$ cat config.mk
export PLATFORM = sky130hd
export DESIGN_NAME = ahb_cmd_master
export DESIGN_NICKNAME = d
export VERILOG_FILES = /design/src/rtl/ahb_pkg.sv /design/src/rtl/ahb_cmd_master.sv
export SDC_FILE = /design/constraint.sdc
export NUM_CORES = 1
export LEC_CHECK = 0
export CAP_MARGIN = 0
export CORE_MARGIN = 2
export CORE_UTILIZATION = 50
export CTS_BUF_LIST = sky130_fd_sc_hd__clkbuf_4
export CTS_CLUSTER_DIAMETER = 150
export DETAILED_ROUTE_END_ITERATION = 6
export PLACE_DENSITY_LB_ADDON = 0.08
export SLEW_MARGIN = 20
export SYNTH_ARGS = -nofsm -noshare
export SYNTH_HDL_FRONTEND = slang
export SYNTH_SLANG_ARGS = --single-unit
$ cat constraint.sdc
create_clock -name hclk -period 2.2 [get_ports hclk]
set_input_delay 0.44 -clock hclk [delete_from_list [all_inputs] [get_ports hclk]]
set_output_delay 0.44 -clock hclk [all_outputs]
set_load 0.05 [all_outputs]
$ cat src/rtl/ahb_pkg.sv
// AHB-Lite shared definitions for the command master, slave and bench.
// Only the two transfer types this bus segment uses are encoded.
package ahb_pkg;

    typedef enum logic [1:0] {
        HTRANS_IDLE   = 2'b00,
        HTRANS_NONSEQ = 2'b10
    } htrans_t;

    function automatic logic is_nonseq(input htrans_t t);
        return t == HTRANS_NONSEQ;
    endfunction

endpackage

$ cat src/rtl/ahb_cmd_master.sv
// AHB-Lite master: valid/ready commands to NONSEQ single transfers.
// Address phase of the next transfer overlaps data phase of the current one.
module ahb_cmd_master
    import ahb_pkg::*;
#(
    parameter int addrWidth     = 8,
    parameter int dataWidth     = 32,
    parameter int timeoutCycles = 16
) (
    input  logic                 hclk,
    input  logic                 hresetn,
    input  logic                 cmd_valid,
    output logic                 cmd_ready,
    input  logic                 cmd_write,
    input  logic [addrWidth-1:0] cmd_addr,
    input  logic [dataWidth-1:0] cmd_wdata,
    output logic                 rsp_valid,
    output logic                 rsp_write,
    output logic [dataWidth-1:0] rsp_rdata,
    output logic                 hselx,
    output logic [1:0]           htrans,
    output logic [addrWidth-1:0] haddr,
    output logic                 hwrite,
    output logic [dataWidth-1:0] hwdata,
    input  logic                 hready,
    input  logic [dataWidth-1:0] hrdata,
    output logic                 busy,
    output logic                 timeout_err
);

    localparam int CW = $clog2(timeoutCycles + 1);
    localparam logic [CW-1:0] TO_MAX = CW'(timeoutCycles);

    htrans_t              r_htrans;
    logic                 r_hselx;
    logic [addrWidth-1:0] r_haddr;
    logic                 r_hwrite;
    logic [dataWidth-1:0] r_wdata_hold;
    logic [dataWidth-1:0] r_hwdata;
    logic                 r_dp_valid;
    logic                 r_dp_write;
    logic                 r_rsp_valid;
    logic                 r_rsp_write;
    logic [dataWidth-1:0] r_rsp_rdata;
    logic [CW-1:0]        r_to_cnt;
    logic                 r_timeout_err;

    logic          w_accept;
    logic          w_ap_done;
    logic          w_dp_done;
    logic          w_busy;
    logic          w_to_inc;
    logic [CW-1:0] w_to_next;

    assign w_accept  = cmd_valid & hready;
    assign w_ap_done = hready & is_nonseq(r_htrans);
    assign w_dp_done = hready & r_dp_valid;
    assign w_busy    = is_nonseq(r_htrans) | r_dp_valid;
    assign w_to_inc  = w_busy & ~hready & (r_to_cnt != TO_MAX);
    assign w_to_next = r_to_cnt + 1'b1;

    // Address phase: a low hready freezes everything presented on the bus
    always_ff @(posedge hclk or negedge hresetn) begin
        if (!hresetn) begin
            r_htrans     <= HTRANS_IDLE;
            r_hselx      <= 1'b0;
            r_haddr      <= '0;
            r_hwrite     <= 1'b0;
            r_wdata_hold <= '0;
        end else if (w_accept) begin
            r_htrans     <= HTRANS_NONSEQ;
            r_hselx      <= 1'b1;
            r_haddr      <= cmd_addr;
            r_hwrite     <= cmd_write;
            r_wdata_hold <= cmd_wdata;
        end else if (hready) begin
            r_htrans     <= HTRANS_IDLE;
            r_hselx      <= 1'b0;
            r_haddr      <= '0;
            r_hwrite     <= 1'b0;
        end
    end

    // Data phase: dp_valid stays set when a new address phase lands on the same edge
    always_ff @(posedge hclk or negedge hresetn) begin
        if (!hresetn) begin
            r_dp_valid <= 1'b0;
            r_dp_write <= 1'b0;
            r_hwdata   <= '0;
        end else if (hready) begin
            r_dp_valid <= w_ap_done;
            if (w_ap_done) begin
                r_dp_write <= r_hwrite;
                r_hwdata   <= r_hwrite ? r_wdata_hold : '0;
            end
        end
    end

    always_ff @(posedge hclk or negedge hresetn) begin
        if (!hresetn) begin
            r_rsp_valid <= 1'b0;
            r_rsp_write <= 1'b0;
            r_rsp_rdata <= '0;
        end else begin
            r_rsp_valid <= w_dp_done;
            if (w_dp_done) begin
                r_rsp_write <= r_dp_write;
                r_rsp_rdata <= r_dp_write ? '0 : hrdata;
            end
        end
    end

    // Stall watchdog only flags; the transfer is left to finish
    always_ff @(posedge hclk or negedge hresetn) begin
        if (!hresetn) begin
            r_to_cnt      <= '0;
            r_timeout_err <= 1'b0;
        end else begin
            if (hready) begin
                r_to_cnt <= '0;
            end else if (w_to_inc) begin
                r_to_cnt <= w_to_next;
            end
            if (w_to_inc && (w_to_next == TO_MAX)) begin
                r_timeout_err <= 1'b1;
            end
        end
    end

    assign cmd_ready   = hready;
    assign htrans      = r_htrans;
    assign hselx       = r_hselx;
    assign haddr       = r_haddr;
    assign hwrite      = r_hwrite;
    assign hwdata      = r_hwdata;
    assign rsp_valid   = r_rsp_valid;
    assign rsp_write   = r_rsp_write;
    assign rsp_rdata   = r_rsp_rdata;
    assign busy        = w_busy;
    assign timeout_err = r_timeout_err;

endmodule

==> results.txt <==
DP HPWL: 7290 µm
pre-CTS WS: 0.336 ns
Max-cap violations: 0
TritonCTS clock tree: built
Mapped Nets: 525
Area Overhead vs Synth: 43.6%
Register Area: 2900 µm²
Fmax: 0.474 GHz
Cells after DPL: 694
count of cell types in the netlist: 31
Worst setup EP type: output pin
largest net degree at the start of global routing: 68
slowest cell delay on critical path: 0.81 ns
final-report setup violation count: 0
Pleak: 2.98 nW
Final WS setup: 0.0910 ns
initial core utilization: 51.3%
Ant. Diodes: 0
WHS: 0.403 ns
worst rel slew slack: 46.4%
Pre-Repair DR Iteration Count: 4
WP data required: 1.76 ns
share of layout cells above drive strength 1: 11.4%
top cells by area, synth: dfrtp_1 62%, nand2_1 7.9%, o21ai_0 4.5%, mux2_2 4.3%, nand2b_1 4.2%
Slowest-stage cell, CP: clkdlybuf4s50_1
Post-Syn Instances: 445
gp weighted congestion: 0.817
Design Area, Final: 6770 µm²
TNS Setup: 0 ns
CTS root buf: clkbuf_4
status: finished clean
Die W: 101 µm
worst skew pair latency: 0.48 ns
chip height: 101 µm
worst-path fanout max: 2
# DRC: 0
antenna violations before repair: 0
Yosys reg bits: 116
clock sinks: 116
Cell Area, Synth: 4710 µm²
Clock transition at path regs: 0.12 ns
vias in the first global route: 3561
area of the multi-input gates: 1610 µm²
Total Wirelength: 10400 µm
Buffers on Ports: 156
worst path bufs/invs: 1
CTS Buf Count: 17
Total GRT Usage: 21.3%
unrepaired setup endpoints after global routing: false
Yosys warning count: 0
DRT iter0 DRCs: 126
Critical Path AT: 1.67 ns
nature of the critical path startpoint: register
Setup crit start: rsp_rdata[18]
kind of critical path: register to output pin
htree depth: 4
DP Area: 6440 µm²
r2r startpoint: r_to_cnt[0]
NumNets Final: 683
Non-Filler Instances: 727
Hold Path Class: input port to asynchronous set/reset pin
via/cell ratio: 4.94
Crit path max-delay family: buffers and inverters
total grt overflow: 0
Filler cells: 661
fin crit period: 2.11 ns
pwr/cell area: 939 nW/µm²
CTS Buffer Depth: 2
VDD IR-drop max: 543 µV
Mean Syn Cell Area: 10.6 µm²
Die Area: 10200 µm²
top-area cell type share of the netlist area: 61.6%
sequential fraction of the synthesis area: 61.6%
final hold vios: 0
antenna-violating nets left: 0
# IOs: 158
crit share post-route: 95.9%
Max Transition Viols Final: 0
CP Cell Sequence: clkdlybuf4s50_1
Setup Skew: 0.0251 ns
row cnt: 35
vias: 3592
first-pass GRT wire length: 16900 µm
dominant cell type by area after synthesis: dfrtp_1
drt wl/cell: 14.4 µm
Core ar.: 9200 µm²
worst slew pin tran: 0.803 ns
## final cells by class
type                       instances  area share (%)
inverter                          16           0.888
clock buffer                      20            2.22
sequential                       116            42.9
timing repair buffer             171            25.8
tap                              111            2.05
multi-input combinational        281            23.8
clock inverter                    12            2.39
## report_power, final
group          internal (mW)  switching, mW
Combinational          0.744           1.27
Clock                  0.925          0.769
Sequential              2.45          0.199
Total                   4.12           2.23
## routing by layer
layer | vias to the layer above | GRT usage [%] | wire length, µm
li1 | 1774 | - | -
met1 | 1693 | 27.1 | 4390
met2 | 109 | 35.0 | 5210
met3 | 16 | 6.10 | 703
met4 | 0 | 7.59 | 137
met5 | - | 0 | 0
## path summary, 6_finish.rpt
| kind | endpoint | slack, ns | cells past startpoint |
|---|---|---|---|
| setup / recovery | rsp_rdata[18] | 0.09 | 1 |
| hold / removal | haddr[6] | 0.40 | 2 |
| setup reg to reg | r_to_cnt[2] | 0.51 | 5 |
| hold reg to reg | timeout_err | 0.49 | 1 |
| max in group asynchronous | r_wdata_hold[27] | 1.14 | 3 |
| min in group hclk | timeout_err | 0.49 | 1 |
## cells in the mapped netlist
cell type  number
o21ai_0        42
ha_1            3
a21oi_1         4
mux2_1         15
nand2_2         1
buf_2          14
nand4bb_1       1
o21ai_1        38
nor2_1          2
dfrtp_1       116
nand2_1        99
buf_1           1
a21bo_1         1
conb_1          1
nand2b_1       32
or3_1           1
clkbuf_1       14
nor4bb_2        1
nand3b_1        1
o2111ai_1       1
buf_4           3
inv_1          16
a41o_1          1
mux2_2         18
nor4b_1         1
or4_1           1
nor3_1          1
xor2_1          1
xnor2_1         1
nand3_1        13
a31o_1          1
## stage by stage
| step | util, % | power (mW) |
|---|---|---|
| final | 73.6 | 6.36 |
| after global routing | 73.6 | 6.66 |
| after CTS | 73.5 | 6.41 |
| after detailed placement | 70.0 | 4.72 |
| after global placement | 70.0 | 4.67 |
| after floorplan | - | 3.91 |
## layout by cell type (no fill, tap or decap), types with 2 or more instances in the layout
cell type / count
clkdlybuf4s50_1: 148
dfrtp_1: 116
nand2_1: 97
o21ai_0: 42
o21ai_1: 38
nand2b_1: 32
clkbuf_4: 20
mux2_2: 18
inv_1: 16
mux2_1: 15
nand3_1: 13
buf_4: 12
buf_12: 6
a21oi_1: 4
bufinv_16: 4
nand2_2: 3
ha_1: 3
clkinv_2: 3
clkinv_1: 3
clkinvlp_4: 2
dlymetal6s2s_1: 2
dlygate4sd2_1: 2
## timing repair
item,in CTS,in global routing
gates cloned,0,0
buffers inserted,0,0
resized for setup,2,3
setup endpoints to repair,2,3
hold buffers,1,0
hold endpoints to repair,25,0
## kinds of logic (layout without fill, tap and decap cells)
logic type                 Yosys count  in the layout  share of synthesized area (%)
xor gates and xnor gates             2              2                          0.372
other                                1              1                         0.0796
buffers and inverters               48            219                           4.43
AOI/OAI and AO/OA                   88             88                           9.72
and+or+nand+nor                    154            154                           15.1
adders and majority gates            3              3                          0.796
muxes                               33             33                           7.88
DFF                                116            116                           61.6
## sequential cells by signal (all words and copies together) (netlist names)
signal        count
timeout_err       1
htrans            1
r_wdata_hold     32
haddr             8
rsp_write         1
r_dp_valid        1
rsp_valid         1
hwdata           32
r_dp_write        1
rsp_rdata        32
hwrite            1
r_to_cnt          5
Power figures use the tool's default switching activity.
